## src/rtl/bcd_year_counter_if.sv

```systemverilog
// Strobe/data bundle between the calendar chain and the BCD year counter.
// The master drives the strobes and load value; the slave returns the year and its flags.
interface bcd_year_counter_if #(
  parameter int DIGITS = 4
);
  logic                  en_yr;
  logic                  up;
  logic                  down;
  logic                  load;
  logic [4*DIGITS-1:0]   load_val;
  logic [4*DIGITS-1:0]   year;
  logic                  leap_year;
  logic                  wrap;
  logic                  load_err;

  modport master (
    output en_yr, up, down, load, load_val,
    input  year, leap_year, wrap, load_err
  );

  modport slave (
    input  en_yr, up, down, load, load_val,
    output year, leap_year, wrap, load_err
  );
endinterface

```

## src/rtl/bcd_year_counter.sv

```systemverilog
// Packed-BCD year counter with load, manual adjust, Gregorian leap flag and
// wrap/saturate handling at the ends of the 0 .. 10^DIGITS-1 range.
module bcd_year_counter #(
  parameter int          DIGITS     = 4,
  parameter logic [31:0] RESET_YEAR = 32'h0000_2000,
  parameter bit          SATURATE   = 1'b0
) (
  input  logic               clk,
  input  logic               rst,
  bcd_year_counter_if.slave  bus
);

  localparam int             W         = 4 * DIGITS;
  localparam logic [W-1:0]   RESET_VAL = RESET_YEAR[W-1:0];
  localparam logic [W-1:0]   ALL_NINES = {DIGITS{4'h9}};
  localparam logic [W-1:0]   ALL_ZERO  = {W{1'b0}};

  logic [W-1:0] year_r;
  logic         wrap_r;
  logic         load_err_r;
  logic [W-1:0] year_nxt_s;
  logic         wrap_nxt_s;
  logic         load_err_nxt_s;
  logic         inc_req_s;
  logic         dec_req_s;
  logic         leap_s;

  function automatic logic all_digits_valid(input logic [W-1:0] v);
    logic ok;
    ok = 1'b1;
    for (int i = 0; i < DIGITS; i++) begin
      ok = ok & (v[4*i +: 4] <= 4'd9);
    end
    return ok;
  endfunction

  function automatic logic [W-1:0] bcd_inc(input logic [W-1:0] v);
    logic [W-1:0] r;
    logic         carry;
    r     = v;
    carry = 1'b1;
    for (int i = 0; i < DIGITS; i++) begin
      if (carry) begin
        if (v[4*i +: 4] == 4'd9) begin
          r[4*i +: 4] = 4'd0;
        end else begin
          r[4*i +: 4] = v[4*i +: 4] + 4'd1;
          carry       = 1'b0;
        end
      end else begin
        r[4*i +: 4] = v[4*i +: 4];
      end
    end
    return r;
  endfunction

  function automatic logic [W-1:0] bcd_dec(input logic [W-1:0] v);
    logic [W-1:0] r;
    logic         borrow;
    r      = v;
    borrow = 1'b1;
    for (int i = 0; i < DIGITS; i++) begin
      if (borrow) begin
        if (v[4*i +: 4] == 4'd0) begin
          r[4*i +: 4] = 4'd9;
        end else begin
          r[4*i +: 4] = v[4*i +: 4] - 4'd1;
          borrow      = 1'b0;
        end
      end else begin
        r[4*i +: 4] = v[4*i +: 4];
      end
    end
    return r;
  endfunction

  // A two-digit BCD number is a multiple of 4 iff the units digit fits the tens parity.
  function automatic logic bcd2_div4(input logic [3:0] tens, input logic [3:0] units);
    logic res;
    if (tens[0] == 1'b0) begin
      res = (units == 4'd0) || (units == 4'd4) || (units == 4'd8);
    end else begin
      res = (units == 4'd2) || (units == 4'd6);
    end
    return res;
  endfunction

  assign inc_req_s = bus.en_yr || (bus.up && !bus.down);
  assign dec_req_s = !bus.en_yr && bus.down && !bus.up;

  // Century years fall back to the thousands:hundreds pair; only the low four digits matter.
  assign leap_s = (year_r[7:0] == 8'h00) ? bcd2_div4(year_r[15:12], year_r[11:8])
                                         : bcd2_div4(year_r[7:4], year_r[3:0]);

  // Next-state selection in priority order: load, increment, decrement, hold.
  always_comb begin
    year_nxt_s     = year_r;
    wrap_nxt_s     = 1'b0;
    load_err_nxt_s = 1'b0;
    if (bus.load) begin
      if (all_digits_valid(bus.load_val)) begin
        year_nxt_s = bus.load_val;
      end else begin
        load_err_nxt_s = 1'b1;
      end
    end else if (inc_req_s) begin
      if (year_r == ALL_NINES) begin
        wrap_nxt_s = 1'b1;
        year_nxt_s = SATURATE ? year_r : ALL_ZERO;
      end else begin
        year_nxt_s = bcd_inc(year_r);
      end
    end else if (dec_req_s) begin
      if (year_r == ALL_ZERO) begin
        wrap_nxt_s = 1'b1;
        year_nxt_s = SATURATE ? year_r : ALL_NINES;
      end else begin
        year_nxt_s = bcd_dec(year_r);
      end
    end else begin
      year_nxt_s = year_r;
    end
  end

  // State and pulse registers; an asynchronous reset drops any pending pulse.
  always_ff @(posedge clk or posedge rst) begin
    if (rst) begin
      year_r     <= RESET_VAL;
      wrap_r     <= 1'b0;
      load_err_r <= 1'b0;
    end else begin
      year_r     <= year_nxt_s;
      wrap_r     <= wrap_nxt_s;
      load_err_r <= load_err_nxt_s;
    end
  end

  assign bus.year      = year_r;
  assign bus.leap_year = leap_s;
  assign bus.wrap      = wrap_r;
  assign bus.load_err  = load_err_r;

endmodule

```

## src/flat_wrapper.sv

```systemverilog
// flat-port wrapper written by rule: the top's interface ports become plain ports
module bcd_year_counter_flat 
#(
  parameter int          DIGITS     = 4,
  parameter logic [31:0] RESET_YEAR = 32'h0000_2000,
  parameter bit          SATURATE   = 1'b0
)
  (clk, rst, bus_en_yr, bus_up, bus_down, bus_load, bus_load_val, bus_year, bus_leap_year, bus_wrap, bus_load_err);
  bcd_year_counter_if #(.DIGITS(DIGITS)) bus_i ();
  input  logic clk;
  input  logic rst;
  input wire logic [$bits(bus_i.en_yr)-1:0] bus_en_yr;
  input wire logic [$bits(bus_i.up)-1:0] bus_up;
  input wire logic [$bits(bus_i.down)-1:0] bus_down;
  input wire logic [$bits(bus_i.load)-1:0] bus_load;
  input wire logic [$bits(bus_i.load_val)-1:0] bus_load_val;
  output wire logic [$bits(bus_i.year)-1:0] bus_year;
  output wire logic [$bits(bus_i.leap_year)-1:0] bus_leap_year;
  output wire logic [$bits(bus_i.wrap)-1:0] bus_wrap;
  output wire logic [$bits(bus_i.load_err)-1:0] bus_load_err;
  assign bus_i.en_yr = bus_en_yr;
  assign bus_i.up = bus_up;
  assign bus_i.down = bus_down;
  assign bus_i.load = bus_load;
  assign bus_i.load_val = bus_load_val;
  assign bus_year = bus_i.year;
  assign bus_leap_year = bus_i.leap_year;
  assign bus_wrap = bus_i.wrap;
  assign bus_load_err = bus_i.load_err;
  bcd_year_counter #(.DIGITS(DIGITS), .RESET_YEAR(RESET_YEAR), .SATURATE(SATURATE)) u_core (.clk(clk), .rst(rst), .bus(bus_i));
endmodule
```

## config.mk

```make
export PLATFORM = sky130hd
export DESIGN_NAME = bcd_year_counter_flat
export DESIGN_NICKNAME = d
export VERILOG_FILES = /design/src/rtl/bcd_year_counter_if.sv /design/src/rtl/bcd_year_counter.sv /design/src/flat_wrapper.sv
export SDC_FILE = /design/constraint.sdc
export NUM_CORES = 1
export LEC_CHECK = 0
export BUFFER_PORTS_ARGS = -buffer_cell sky130_fd_sc_hd__buf_2
export CORE_ASPECT_RATIO = 1.4
export CORE_UTILIZATION = 40
export CTS_CLUSTER_DIAMETER = 80
export DETAILED_ROUTE_END_ITERATION = 8
export HOLD_SLACK_MARGIN = 0.03
export SLEW_MARGIN = 20
export SYNTH_ARGS = -nofsm -noshare
export SYNTH_HDL_FRONTEND = slang
export SYNTH_SLANG_ARGS = --single-unit
export TNS_END_PERCENT = 30
```

## constraint.sdc

```tcl
create_clock -name clk -period 4.39 [get_ports clk]
set_input_delay 0.439 -clock clk [delete_from_list [all_inputs] [get_ports clk]]
set_output_delay 0.439 -clock clk [all_outputs]
set_load 0.02 [all_outputs]
```

==> results.md <==
Timing:
- Headroom to the max-slew limit came out at 0.511.
- The worst setup skew after layout is 0.00269 ns.
- The post-route minimum period is 2.38 ns.
- The number of max-slew violations in the final report is 0.
- After routing, the total negative slack on setup checks comes to 0 ns.
- For this run, the top clock speed supported by timing is 421 MHz.
- Setup repair after global routing left no endpoint under its margin.
- The pin slew with the least headroom to its limit is 0.733 ns.
- The number of hold-slack violations in the final timing report is 0.
- Setup violations remaining at the end of the flow were counted as 0.
- Of the available clock period, the critical path in the final layout requires 0.541.

Drt:
- The violation count after the first detailed-route iteration is 101.
- The ratio of routed vias to standard cells is 5.79.
- The DRC violation count after routing is 0.
- The first-pass iteration count of the detailed router is 4.
- For this block, the routed nets add up to 5.11 mm of wire.
- The residual antenna-violating net count after detailed routing is 0.
- The number of vias in the routed layout is 1806.
- In the final routed layout, each cell accounts on average for 16.4 µm.

CTS:
- The CTS tree is yes.
- The later pin in the worst-skew pair is clocked with a latency of 0.26 ns.
- For this design, the CTS-stage hold fixing added 0 buffers.
- The level count of the clock H-tree is 1.
- The number of CTS-inserted buffers is 3.
- Clock-pin slew was measured on the worst setup and hold paths at 0.08 ns.
- The clock passes through at most 2 buffers.
- After clock tree synthesis, the setup repair step added 0 buffers.
- The root cell of the clock tree is sky130_fd_sc_hd__clkbuf_8.
- Clock tree synthesis found a total of 18 sinks.
- The post-cts repair resize count is 0.

Min path:
- The worst min-delay path category is primary input to async pin.

Die:
- The number of rows in the core area is 29.
- The die boundary width is 60.3 µm.
- The core area is 4540 µm².
- The die footprint is 5030 µm².
- The initial utilization of the core area, before any placement, comes to 0.419.
- The die is 83.6 µm tall.
- In this run the count of I/O pins placed on the die edge is 41.

Worst setup path:
- The required time of the critical path is 3.95 ns.
- Traced cell by cell, the critical path runs through inv_1, ha_1, nor3b_2, nand2_2, o21ai_0, buf_2.
- The classification of the worst setup path is flip-flop to output pin.
- The critical path launch point type is a flip-flop.
- The largest stage delay on the critical path is 0.45 ns.
- Data arrives at the worst endpoint at 1.94 ns.
- On the critical path, the stage with the largest delay is an instance of sky130_fd_sc_hd__dfrtp_1.
- The maximum net fanout on the critical path is 7.
- The endpoint type of the worst setup path is an output pin.

Layout:
- The net count of the finished layout is 279.
- In the final layout, the multi-input gates occupy 1310 µm².
- From synthesis to final layout, the design area changed by 12.3%.
- The filler cells instantiated in the layout total 462.
- The register area is 452 µm².
- The number of diodes is 0.
- The fraction of layout cells with a size suffix above 1 is 0.276.

Placed design:
- The wire-length estimate of the detail-placed layout is 3.80 mm.
- The final weighted congestion of routability-driven global placement is 0.870.
- The number of I/O port buffers is 40.

Global routing:
- The overall global routing resource usage is 0.213.
- The initial antenna violation count came to 0.
- The pin count of the biggest net entering global routing is 29.
- The first global-routing pass estimated 8.14 mm of wire.
- Summed over all layers, the global routing overflow is 0.
- The via count of the first global-routing pass is 1676.

Power:
- The leakage power summed over all cells is 0.890 nW.
- Power comes to 1.06 mW.
- Power spread over the standard cell area amounts to 495 nW/µm².
- The maximum vdd ir drop is 0.228 mV.

Run:
- Across the run, the number of max-cap violations was 0.

Outcome:
- The run finished with clean final reports.

Synth:
- The number of enable-type register cells in the synthesized netlist is 0.
- When the netlist entered floorplanning its net count stood at 251.
- Synthesis instantiated 69 different standard cells from the library.
- The average cell area after synthesis is 8.52 µm².
- The post-synthesis sequential area ratio is 0.238.
- The synthesized netlist occupies a cell area of 1900 µm².
- The yosys synthesis warning count is 0.
- The share of flip-flops with an asynchronous set or reset after synthesis is 1.00.
- Among all flip-flop cells after synthesis, the most frequent one is sky130_fd_sc_hd__dfrtp_1.
- The flip-flop and latch count after synthesis is 18.
- In the synthesized netlist, the number of instances is 223.
[report_power, final]
| part | internal, mW | total (mW) | switching (mW) |
|---|---|---|---|
| combinational | 0.240 | 0.553 | 0.313 |
| clock | 0.0800 | 0.146 | 0.0659 |
| sequential | 0.220 | 0.357 | 0.137 |
| total | 0.540 | 1.06 | 0.516 |
[cells in the final DEF, fill, tap and decap left out, types with 2 or more instances in the layout]
cell type and count:
sky130_fd_sc_hd__nor2b_1 5, sky130_fd_sc_hd__nand2b_1 6, sky130_fd_sc_hd__o31a_1 3, sky130_fd_sc_hd__a31oi_1 6, sky130_fd_sc_hd__a21oi_1 11, sky130_fd_sc_hd__inv_1 8, sky130_fd_sc_hd__a211oi_1 2, sky130_fd_sc_hd__nor2_1 16
sky130_fd_sc_hd__o22ai_1 3, sky130_fd_sc_hd__a32o_1 2, sky130_fd_sc_hd__mux2_1 4, sky130_fd_sc_hd__o21ai_1 7, sky130_fd_sc_hd__nor3_1 2, sky130_fd_sc_hd__clkbuf_8 4, sky130_fd_sc_hd__mux2i_4 2, sky130_fd_sc_hd__nand3_1 8
sky130_fd_sc_hd__nand2_1 22, sky130_fd_sc_hd__mux2_2 2, sky130_fd_sc_hd__or3_1 2, sky130_fd_sc_hd__a2111oi_0 2, sky130_fd_sc_hd__nor4_1 5, sky130_fd_sc_hd__mux2i_1 3, sky130_fd_sc_hd__ha_1 6, sky130_fd_sc_hd__mux2_4 3
sky130_fd_sc_hd__o21ai_0 13, sky130_fd_sc_hd__buf_2 40, sky130_fd_sc_hd__dfrtp_1 17, sky130_fd_sc_hd__o311a_1 2, sky130_fd_sc_hd__a22o_1 2, sky130_fd_sc_hd__nor3_2 2, sky130_fd_sc_hd__o31ai_1 4
[worst max-delay path, delay by kind of cell, from the launching register on]
kind | cells | cell delay, ns
compound gates | 1 | 0.16
fa+ha+maj | 1 | 0.25
flops | 1 | 0.45
simple gates | 2 | 0.46
buf+inv | 2 | 0.34
[synthesized netlist by cell type (3+ instances only)]
library cell / instances / share of area
sky130_fd_sc_hd__a21oi_1: 11 / 0.029
sky130_fd_sc_hd__a31oi_1: 6 / 0.020
sky130_fd_sc_hd__buf_2: 7 / 0.018
sky130_fd_sc_hd__buf_6: 3 / 0.018
sky130_fd_sc_hd__clkbuf_1: 6 / 0.012
sky130_fd_sc_hd__dfrtp_1: 17 / 0.22
sky130_fd_sc_hd__ha_1: 6 / 0.039
sky130_fd_sc_hd__inv_1: 8 / 0.016
sky130_fd_sc_hd__mux2_1: 4 / 0.024
sky130_fd_sc_hd__mux2_4: 3 / 0.024
sky130_fd_sc_hd__mux2i_1: 3 / 0.016
sky130_fd_sc_hd__nand2_1: 22 / 0.043
sky130_fd_sc_hd__nand2b_1: 6 / 0.020
sky130_fd_sc_hd__nand3_1: 8 / 0.021
sky130_fd_sc_hd__nor2_1: 16 / 0.032
sky130_fd_sc_hd__nor2b_1: 5 / 0.016
sky130_fd_sc_hd__nor4_1: 5 / 0.016
sky130_fd_sc_hd__o21ai_0: 13 / 0.034
sky130_fd_sc_hd__o21ai_1: 7 / 0.018
sky130_fd_sc_hd__o22ai_1: 3 / 0.0099
sky130_fd_sc_hd__o31a_1: 3 / 0.014
sky130_fd_sc_hd__o31ai_1: 4 / 0.016
[registers in the layout, summed over array words and instances, names as in the netlist]
name                 cells
u_core.bus.year         16
u_core.bus.load_err      1
u_core.bus.wrap          1
[stage by stage]
step                cell area (µm²)  instances  setup WS (ns)   util  hold WS, ns
finish                         2130        312           2.01  0.471        0.287
global route                   2130        312           1.87  0.471        0.359
CTS                            2130        312           2.03  0.471        0.322
detailed placement             2080        308           2.14  0.458        0.609
global placement               2080        308           2.17  0.458        0.600
floorplan                      1900        223           2.21      -        0.377
[cell families (layout without fill, tap and decap cells)]
| logic type | after synthesis | count (layout) | synth area share |
|---|---|---|---|
| AOI/OAI and AO/OA | 71 | 71 | 0.264 |
| xor gates and xnor gates | 2 | 2 | 0.00922 |
| adders and majority gates | 6 | 6 | 0.0395 |
| buffers and inverters | 27 | 54 | 0.0731 |
| DFF | 18 | 18 | 0.238 |
| muxes | 15 | 15 | 0.111 |
| and+or+nand+nor | 84 | 84 | 0.266 |
[worst paths after layout]
path	from	to	slack (ns)	depth (start not counted)
worst max register to register	u_core.bus.year[4]$_DFFE_PP0P_	u_core.bus.year[15]$_DFFE_PP0P_	2.20	7
max in group asynchronous	rst	u_core.bus.year[4]$_DFFE_PP0P_	3.64	2
min in group clk	bus_load_val[0]	u_core.bus.year[0]$_DFFE_PP0P_	0.43	3
worst min-delay path	rst	u_core.bus.wrap$_DFF_PP0_	0.29	2
worst min register to register	u_core.bus.year[5]$_DFFE_PP0P_	u_core.bus.year[5]$_DFFE_PP0P_	0.64	1
worst max-delay path	u_core.bus.year[4]$_DFFE_PP0P_	bus_leap_year	2.01	6
[final cells by class]
type                    instances  area share
well taps                      62      0.0363
inverters                      10      0.0188
flip-flops and latches         18       0.212
clock buffers                   4      0.0258
repair buffers                 40      0.0938
multi-input cells             178       0.614
[routing by layer]
metal | vias up | part of all wire | GRT usage
li1 | 882 | - | -
met1 | 871 | 0.43 | 0.274
met2 | 44 | 0.52 | 0.351
met3 | 9 | 0.034 | 0.0295
met4 | 0 | 0.017 | 0.0803
met5 | - | 0 | 0
Power figures use the tool's default switching activity.
